--- src/rtl/store_pkg.sv ---
// store_pkg: store size encodings and bus-geometry helpers shared by the store path.
// Revision 1.0
`default_nettype none

package store_pkg;

  typedef enum logic [1:0] {
    SIZE_B = 2'd0,
    SIZE_H = 2'd1,
    SIZE_W = 2'd2,
    SIZE_D = 2'd3
  } size_e;

  localparam int DEFAULT_DATA_W = 32;
  localparam int STRB_W         = DEFAULT_DATA_W / 8;
  localparam int OFF_W          = $clog2(STRB_W);

  // Geometry for a non-default bus width; modules call these with their own DATA_W.
  function automatic int strb_w_of(input int data_w);
    return data_w / 8;
  endfunction

  function automatic int off_w_of(input int data_w);
    return $clog2(data_w / 8);
  endfunction

endpackage

`default_nettype wire

--- src/rtl/store_lane_gen.sv ---
// store_lane_gen: decodes store size/offset into byte strobes, lane-aligned data and misalignment.
// Revision 1.0
`default_nettype none

module store_lane_gen
  import store_pkg::*;
#(
  parameter int DATA_W     = 32,
  parameter int BIG_ENDIAN = 0
) (
  input  logic [1:0]          size,
  input  logic [2:0]          addr_lo,
  input  logic [DATA_W-1:0]   data,
  output logic [DATA_W/8-1:0] strb,
  output logic [DATA_W-1:0]   wdata,
  output logic                misalign
);

  localparam int LANES = strb_w_of(DATA_W);
  localparam int OFFS  = off_w_of(DATA_W);

  logic [7:0]        byte_mask;
  logic [LANES-1:0]  size_mask;
  logic [LANES-1:0]  strb_le;
  logic [DATA_W-1:0] data_m;
  logic [DATA_W-1:0] data_le;
  logic [OFFS-1:0]   off;

  assign off = addr_lo[OFFS-1:0];

  always_comb begin
    byte_mask = 8'h01;
    misalign  = 1'b0;
    case (size)
      SIZE_B: begin
        byte_mask = 8'h01;
        misalign  = 1'b0;
      end
      SIZE_H: begin
        byte_mask = 8'h03;
        misalign  = addr_lo[0];
      end
      SIZE_W: begin
        byte_mask = 8'h0F;
        misalign  = (addr_lo[1:0] != 2'b00);
      end
      default: begin
        byte_mask = 8'hFF;
        misalign  = (DATA_W == 32) || (addr_lo != 3'b000);
      end
    endcase
  end

  assign size_mask = LANES'(byte_mask);

  // Clear bytes above the access size so unstrobed lanes carry zeros.
  always_comb begin
    data_m = '0;
    for (int b = 0; b < LANES; b++) begin
      data_m[8*b +: 8] = size_mask[b] ? data[8*b +: 8] : 8'h00;
    end
  end

  assign strb_le = size_mask << off;
  assign data_le = data_m << {off, 3'b000};

  generate
    if (BIG_ENDIAN != 0) begin : g_big
      for (genvar j = 0; j < LANES; j++) begin : g_lane
        assign strb[j]          = strb_le[LANES-1-j];
        assign wdata[8*j +: 8]  = data_le[8*(LANES-1-j) +: 8];
      end
    end else begin : g_little
      assign strb  = strb_le;
      assign wdata = data_le;
    end
  endgenerate

endmodule

`default_nettype wire

--- src/rtl/store_buffer.sv ---
// store_buffer: store FIFO with tail write-combining, misalign trapping and load-hit detection.
// Revision 1.0
`default_nettype none

module store_buffer
  import store_pkg::*;
#(
  parameter int DATA_W     = 32,
  parameter int ADDR_W     = 32,
  parameter int DEPTH      = 4,
  parameter int BIG_ENDIAN = 0
) (
  input  logic                       clk,
  input  logic                       rst,
  input  logic                       req_valid,
  output logic                       req_ready,
  input  logic [1:0]                 req_size,
  input  logic [ADDR_W-1:0]          req_addr,
  input  logic [DATA_W-1:0]          req_data,
  output logic                       addr_err,
  output logic [ADDR_W-1:0]          err_addr,
  output logic                       mem_valid,
  input  logic                       mem_ready,
  output logic [ADDR_W-1:0]          mem_addr,
  output logic [DATA_W-1:0]          mem_wdata,
  output logic [DATA_W/8-1:0]        mem_wstrb,
  input  logic                       ld_valid,
  input  logic [ADDR_W-1:0]          ld_addr,
  output logic                       ld_hit,
  output logic [$clog2(DEPTH):0]     count,
  output logic                       empty
);

  localparam int LANES = strb_w_of(DATA_W);
  localparam int PTR_W = $clog2(DEPTH);
  localparam int CNT_W = PTR_W + 1;
  localparam logic [ADDR_W-1:0] ALIGN_MASK = ~ADDR_W'(LANES - 1);

  logic [ADDR_W-1:0] ent_addr [DEPTH];
  logic [DATA_W-1:0] ent_data [DEPTH];
  logic [LANES-1:0]  ent_strb [DEPTH];
  logic [DEPTH-1:0]  ent_valid;
  logic [PTR_W-1:0]  wr_ptr, rd_ptr, tail_ptr;

  logic [LANES-1:0]  lane_strb;
  logic [DATA_W-1:0] lane_data;
  logic              misalign;
  logic [ADDR_W-1:0] req_aligned, ld_aligned;
  logic [DATA_W-1:0] merge_data;
  logic              full, merge_cand, accept, push, merge, pop, ld_any;

  store_lane_gen #(
    .DATA_W     (DATA_W),
    .BIG_ENDIAN (BIG_ENDIAN)
  ) u_lane_gen (
    .size     (req_size),
    .addr_lo  (req_addr[2:0]),
    .data     (req_data),
    .strb     (lane_strb),
    .wdata    (lane_data),
    .misalign (misalign)
  );

  assign req_aligned = req_addr & ALIGN_MASK;
  assign ld_aligned  = ld_addr & ALIGN_MASK;
  assign tail_ptr    = wr_ptr - PTR_W'(1);
  assign full        = (count == CNT_W'(DEPTH));

  // count>=2 guarantees the tail is not the head, so the presented beat never changes.
  assign merge_cand  = (count >= CNT_W'(2)) && (ent_addr[tail_ptr] == req_aligned);
  assign req_ready   = !full || merge_cand || misalign;
  assign accept      = req_valid && req_ready;
  assign push        = accept && !misalign && !merge_cand;
  assign merge       = accept && !misalign && merge_cand;
  assign pop         = mem_valid && mem_ready;

  assign mem_valid   = (count != '0);
  assign empty       = (count == '0);
  assign mem_addr    = ent_addr[rd_ptr];
  assign mem_wdata   = ent_data[rd_ptr];
  assign mem_wstrb   = ent_strb[rd_ptr];

  always_comb begin
    merge_data = ent_data[tail_ptr];
    for (int b = 0; b < LANES; b++) begin
      if (lane_strb[b]) merge_data[8*b +: 8] = lane_data[8*b +: 8];
    end
  end

  always_comb begin
    ld_any = 1'b0;
    for (int i = 0; i < DEPTH; i++) begin
      if (ent_valid[i] && (ent_addr[i] == ld_aligned)) ld_any = 1'b1;
    end
  end

  assign ld_hit = ld_valid && ld_any;

  always_ff @(posedge clk or posedge rst) begin
    if (rst) begin
      for (int i = 0; i < DEPTH; i++) begin
        ent_addr[i] <= '0;
        ent_data[i] <= '0;
        ent_strb[i] <= '0;
      end
      ent_valid <= '0;
      wr_ptr    <= '0;
      rd_ptr    <= '0;
      count     <= '0;
      addr_err  <= 1'b0;
      err_addr  <= '0;
    end else begin
      addr_err <= accept && misalign;
      if (accept && misalign) err_addr <= req_addr;

      if (push) begin
        ent_addr[wr_ptr]  <= req_aligned;
        ent_data[wr_ptr]  <= lane_data;
        ent_strb[wr_ptr]  <= lane_strb;
        ent_valid[wr_ptr] <= 1'b1;
        wr_ptr            <= wr_ptr + PTR_W'(1);
      end

      if (merge) begin
        ent_data[tail_ptr] <= merge_data;
        ent_strb[tail_ptr] <= ent_strb[tail_ptr] | lane_strb;
      end

      if (pop) begin
        ent_valid[rd_ptr] <= 1'b0;
        rd_ptr            <= rd_ptr + PTR_W'(1);
      end

      if (push && !pop)      count <= count + CNT_W'(1);
      else if (pop && !push) count <= count - CNT_W'(1);
    end
  end

endmodule

`default_nettype wire
--- config.mk ---
export PLATFORM = sky130hd
export DESIGN_NAME = store_buffer
export DESIGN_NICKNAME = d
export VERILOG_FILES = /design/src/rtl/store_pkg.sv /design/src/rtl/store_lane_gen.sv /design/src/rtl/store_buffer.sv
export SDC_FILE = /design/constraint.sdc
export NUM_CORES = 1
export LEC_CHECK = 0
export ABC_AREA = 1
export CAP_MARGIN = 25
export CELL_PAD_IN_SITES_DETAIL_PLACEMENT = 2
export CELL_PAD_IN_SITES_GLOBAL_PLACEMENT = 2
export CORE_ASPECT_RATIO = 0.9
export CORE_MARGIN = 3
export CORE_UTILIZATION = 25
export DETAILED_ROUTE_END_ITERATION = 8
export PLACE_DENSITY_LB_ADDON = 0.12
export SLEW_MARGIN = 10
export SYNTH_ARGS = -nofsm -noshare
export SYNTH_HDL_FRONTEND = slang
export SYNTH_SLANG_ARGS = --single-unit
--- constraint.sdc ---
create_clock -name clk -period 13.4 [get_ports clk]
set_input_delay 3.35 -clock clk [delete_from_list [all_inputs] [get_ports clk]]
set_output_delay 3.35 -clock clk [all_outputs]
set_load 0.05 [all_outputs]
Word-level counts from Yosys, hierarchy flattened:

Index checks and enable logic that the tools add are counted.
W data, S select, Z words.

* bits in registers: 316
* bits of input ports: 103
* output and inout port bits: 108
* word-level logic and storage cells: 137

* add/sub/neg operators: 5
* order comparisons: 10
* equal/unequal tests: 8
* shift operators: 2
* mux-type cells: 57
* bitwise gates (word level): 7
* reduce and logical (&&, ||, !) cells: 30

Operators with widths (number)
* $bwmux W128: 3
* $mux W32: 10
* $bmux W32 S2: 4
* $mux W128: 2
* $eq A32 B32 Y1: 5
* $demux W32 S2: 2
* $mux W8: 8
* $bwmux W16: 2
* $mux W16: 2
* $mux W4: 8
* $shl A32 B5 Y32: 1
* $logic_and A1 B1 Y1: 18
* $bmux W4 S2: 2
* $demux W4 S2: 2
* $pmux W4 S3: 1
* $ge A3 B3 Y1 const B: 3
* $not A2 Y3: 3
* $or A4 B4 Y4: 2
* $lt A2 B3 Y1 const B: 2
* $lt A3 B1 Y1 const B: 2
* $mux W1: 6
* $mux W3: 2
* $logic_not A1 Y1: 5
* $add A2 B1 Y2 const B: 2
* 18 further kinds: 22

Longest topological paths before layout:

* word-level depth: 16
* mapped depth: 29
* gate-level depth less buffers: 21

Cells and area by module:

From an unflattened synthesis, not the netlist that was laid out.

* cells, all modules: 3536
* area, all modules: 22019.9 um^2

By module, submodules not included
* store_buffer: instances 1, cells an instance 3373, area each 21292.9 um^2, sequential area each 7707.4 um^2
* store_lane_gen: instances 1, cells an instance 163, area each 726.9 um^2, sequential area each 0.0 um^2

Least setup slack after synthesis:

No wires, ideal clock.

* kind: input to output
* start point: input port ld_addr[22]
* end point: output port ld_hit
* arrival time: 4.702 ns
* required time: 10.050 ns
* path slack: 5.348 ns
* stages: 9
* path buffers: 1
* path through: clkbuf_1 > xnor2_1 > o211ai_1 > a221oi_1 > nand4_1 > nor2_1 > nand2_1 > o21ai_0 > o21a_1

* longest elaborated chain between the ends: 7
* elaborated cells between the ends (all ways): 13
* those cells by class: 4 x eq/ne; 4 x mux; 5 x reduce/logical

RTL lines
* start: declaration: RTL line store_buffer.sv:28 `input logic [ADDR_W-1:0] ld_addr,`
* $eq A32 B32 Y1: RTL line store_buffer.sv:93 `if (ent_valid[i] && (ent_addr[i] == ld_aligned)) ld_any = 1'b1;`
* $logic_and A1 B1 Y1: RTL line store_buffer.sv:93
* $mux W1 (3 in a row): RTL line store_buffer.sv:93
* $mux W1 *: RTL line store_buffer.sv:93
* $logic_and A1 B1 Y1 *: RTL line store_buffer.sv:97 `assign ld_hit = ld_valid && ld_any;`
* end: declaration: RTL line store_buffer.sv:29 `output logic ld_hit,`

Every way passes the cells marked *; elsewhere a longest branch is shown, timed or not.

Worst setup path after layout:

* start point: input port ld_addr[5]
* end point: output port ld_hit

Same word-level chain as after synthesis.

==> impl_metrics.env <==
export IMPL_critPathLaunch="ld_addr[5]"
export IMPL_drtIter0Drc=1896
export IMPL_status="completed"
export IMPL_cts_tree="built"
export IMPL_netlist_instances=3366
export IMPL_synth_async_reset_ratio_pct=100.0
export IMPL_ant_nets=0
export IMPL_place_hpwl_mm=82.03
export IMPL_crit_required_ns=10.05
export IMPL_rr_endpoint="ent_data[22]"
export IMPL_boundaryPins=211
export IMPL_yosysSeqAreaShare_pct=35.70
export IMPL_p_int_mw=3.494
export IMPL_p_per_area_nw_per_um2=312.8
export IMPL_path_max_fanout=5
export IMPL_grt_pass1_wl_mm=178.6
export IMPL_layout_commonest_cell="nand2_1"
export IMPL_layout_common_cells="nand2_1 (1060), o21ai_0 (463), inv_1 (317)"
export IMPL_synth_compound_area_share_pct=22.42
export IMPL_setup_viol=0
export IMPL_overflow=0
export IMPL_regToRegSetupSlack_ns=6.31
export IMPL_post_cts_buffers=0
export IMPL_grt_pass1_vias=26610
export IMPL_netlist_area_um2=21590
export IMPL_dr_pass1_iters=5
export IMPL_routed_via_density=5.402
export IMPL_wl_mm=120.4
export IMPL_clock_sinks=308
export IMPL_core_um2=84920
export IMPL_instances_no_fill=4597
export IMPL_pwr_share_comb_pct=61.5
export IMPL_synth_edf_count=0
export IMPL_slew_viol_final=0
export IMPL_yosysTopAreaCell="dfrtp_1"
export IMPL_fp_dieArea_um2=89930
export IMPL_ctsHoldBuffers=0
export IMPL_dp_cells=4513
export IMPL_hold_violations=0
export IMPL_cts_max_level=2
export IMPL_synth_fa_ha_area_share_pct=0.6723
export IMPL_ys_top_cells_by_area="dfrtp_1 (36%), nand2_1 (18%), o21ai_0 (11%)"
export IMPL_initial_core_util_pct=25.42
export IMPL_synth_ff_type="dfrtp_1"
export IMPL_syn_area_per_cell_um2=6.414
export IMPL_peakVddDrop_v=0.0002111
export IMPL_synth_top_cell_area_share_pct=35.70
export IMPL_endpoint_kind="primary output"
export IMPL_seqPwrFrac_pct=23.0
export IMPL_max_freq_mhz=99.30
export IMPL_numCtsBuffers=43
export IMPL_crit_type="input port to primary output"
export IMPL_crit_path_end="ld_hit"
export IMPL_p_leak_nw=12.11
export IMPL_fp_dieW_um=315.8
export IMPL_yosys_warnings=0
export IMPL_synth_seq_cells=308
export IMPL_power_mw=8.103
export IMPL_area_growth_pct=19.98
export IMPL_clkLatencyLatePin_ns=0.59
export IMPL_nFillCells=10130
export IMPL_die_y_um=284.8
export IMPL_portBuffers=206
export IMPL_gp_congestion=0.9389
export IMPL_period_share_pct=75.15
export IMPL_max_slew_margin_pct=23.90
export IMPL_startpoint_type="input port"
export IMPL_path_depth=8
export IMPL_rsz0062_at_grt="false"
export IMPL_clockRootBuffer="clkbuf_16"
export IMPL_rr_worst_depth=19
export IMPL_finalSetupTns_ns=0
export IMPL_vias=24830
export IMPL_timing_rr_start="wr_ptr[0]"
export IMPL_path_cells="clkdlybuf4s50_1 > o22ai_1 > nor4_1 > nor3b_1 > nand4_1 > nand2_1 > o21a_1 > clkdlybuf4s50_1"
export IMPL_num_rows=101
export IMPL_path_delay_family="buffers and inverters"
export IMPL_track_usage_pct=26.39
export IMPL_antenna_found_initial=8
export IMPL_netSwitchingFraction_pct=56.88
export IMPL_clock_path_buffers=3
export IMPL_post_drt_wl_per_cell_um=26.19
export IMPL_grt_max_degree=114
export IMPL_maxCapViolCount=0
export IMPL_pwr_share_clk_pct=15.5
export IMPL_synth_xor_area_share_pct=1.339
export IMPL_p_sw_mw=4.608
export IMPL_arrival_ns=6.72
export IMPL_drive_gt1_share_pct=3.814
export IMPL_ys_types=46
export IMPL_path_clk_slew_ns=0.06
export IMPL_finClkSkew_ns=0.02149
export IMPL_timing_critical_path_mode_cell="clkdlybuf4s50_1"
export IMPL_drc=0
export IMPL_crit_slowest_cell="clkdlybuf4s50_1"
export IMPL_critPathBufInv=2
export IMPL_muxShareOfSynthArea_pct=0.05216
export IMPL_min_path_type="flip-flop to flip-flop"
export IMPL_nNetsFinal=3542
export IMPL_worst_pin_slew_ns=1.142
export IMPL_synth_top_family_by_area="simple AND/OR/NAND/NOR gates"
export IMPL_synth_simple_area_share_pct=29.16
export IMPL_cpPeakStageDelay_ns=0.84
export IMPL_period_minus_slack_ns=10.07
export IMPL_cts_resized=0
[area by class of cell]
cell class | instances | area [µm²] | share of cell area, %
Tap cell | 1133 | 1418 | 5.473
Multi-Input combinational cell | 2500 | 11620 | 44.84
Timing Repair Buffer | 245 | 2395 | 9.245
Clock buffer | 67 | 1339 | 5.168
Clock inverter | 11 | 155.1 | 0.5989
Antenna cell | 3 | 7.507 | 0.02898
Inverter | 330 | 1259 | 4.859
Sequential cell | 308 | 7715 | 29.78
[power groups by stage]
stage / clock network [mW] / logic (mW) / registers (mW)
2_1_floorplan: 0 / 3.13 / 1.68
3_3_place_gp: 0 / 4.76 / 1.84
3_5_place_dp: 0 / 4.93 / 1.87
4_1_cts: 1.29 / 4.97 / 1.86
5_1_grt: 1.32 / 5.43 / 1.92
6_report: 1.26 / 4.98 / 1.87
[kinds of logic after synthesis]
logic type      after synthesis
compound gates              927
xor+xnor                     33
fa+ha+maj                    11
buf+inv                     559
flops                       308
mux                           1
other cells                   1
simple gates               1526
[state kept, by name (all words and copies together) (netlist names)]
name       cells
count          3
addr_err       1
ent_strb      16
ent_valid      4
ent_addr     120
wr_ptr         2
ent_data     128
rd_ptr         2
err_addr      32
[metal layers]
| layer | global-route usage, % | up-vias | routed length [µm] |
|---|---|---|---|
| li1 | - | 11180 | - |
| met1 | 37.03 | 12850 | 55910 |
| met2 | 40.88 | 643 | 53500 |
| met3 | 5.683 | 158 | 7856 |
| met4 | 7.055 | 8 | 3063 |
| met5 | 0 | - | 54 |
[through the flow]
| step | hold slack, ns | util (%) | instance area (µm²) | setup slack, ns |
|---|---|---|---|---|
| floorplan | 0.4884 | - | 21590 | 1.534 |
| global placement | 0.4702 | 28.64 | 24320 | 3.602 |
| detailed placement | 0.4728 | 28.68 | 24360 | 3.497 |
| CTS | 0.4876 | 30.44 | 25850 | 3.498 |
| global route | 0.5228 | 30.50 | 25900 | 3.274 |
| finish | 0.4814 | 30.50 | 25900 | 3.330 |
[cell usage after synthesis, types with 6 or more instances]
library cell / instances
xnor2_1: 17
dfrtp_1: 308
o21ai_0: 463
clkbuf_1: 138
ha_1: 10
o21ai_1: 59
xor2_1: 16
o22ai_1: 78
a22oi_1: 8
a21oi_1: 284
clkinv_1: 7
a31oi_1: 16
inv_1: 319
nand3_1: 261
nor4_1: 19
nor2_1: 146
nand4_1: 16
a221oi_1: 6
nand2_1: 1061
buf_2: 62
buf_6: 14
buf_1: 11
[how the worst min path moves through the flow]
stage / start / to / slack, ns / depth (start not counted)
after detailed placement: err_addr[14] / err_addr[14] / 0.47 / 2
after floorplan: ent_valid[2] / ent_valid[2] / 0.49 / 2
after global routing: err_addr[18] / err_addr[18] / 0.52 / 2
after global placement: err_addr[12] / err_addr[12] / 0.47 / 2
after CTS: err_addr[14] / err_addr[14] / 0.49 / 2
final: err_addr[14] / err_addr[14] / 0.48 / 2
[worst reg2reg max path, delay by kind of cell, from the launching register on]
kind                       cells  cell delay (ns)
adders and majority gates      1             0.61
and+or+nand+nor               11             1.65
DFF                            1             0.95
AOI/OAI and AO/OA              1             0.12
buffers and inverters          6             3.62
(Power assumes the default switching activity.)
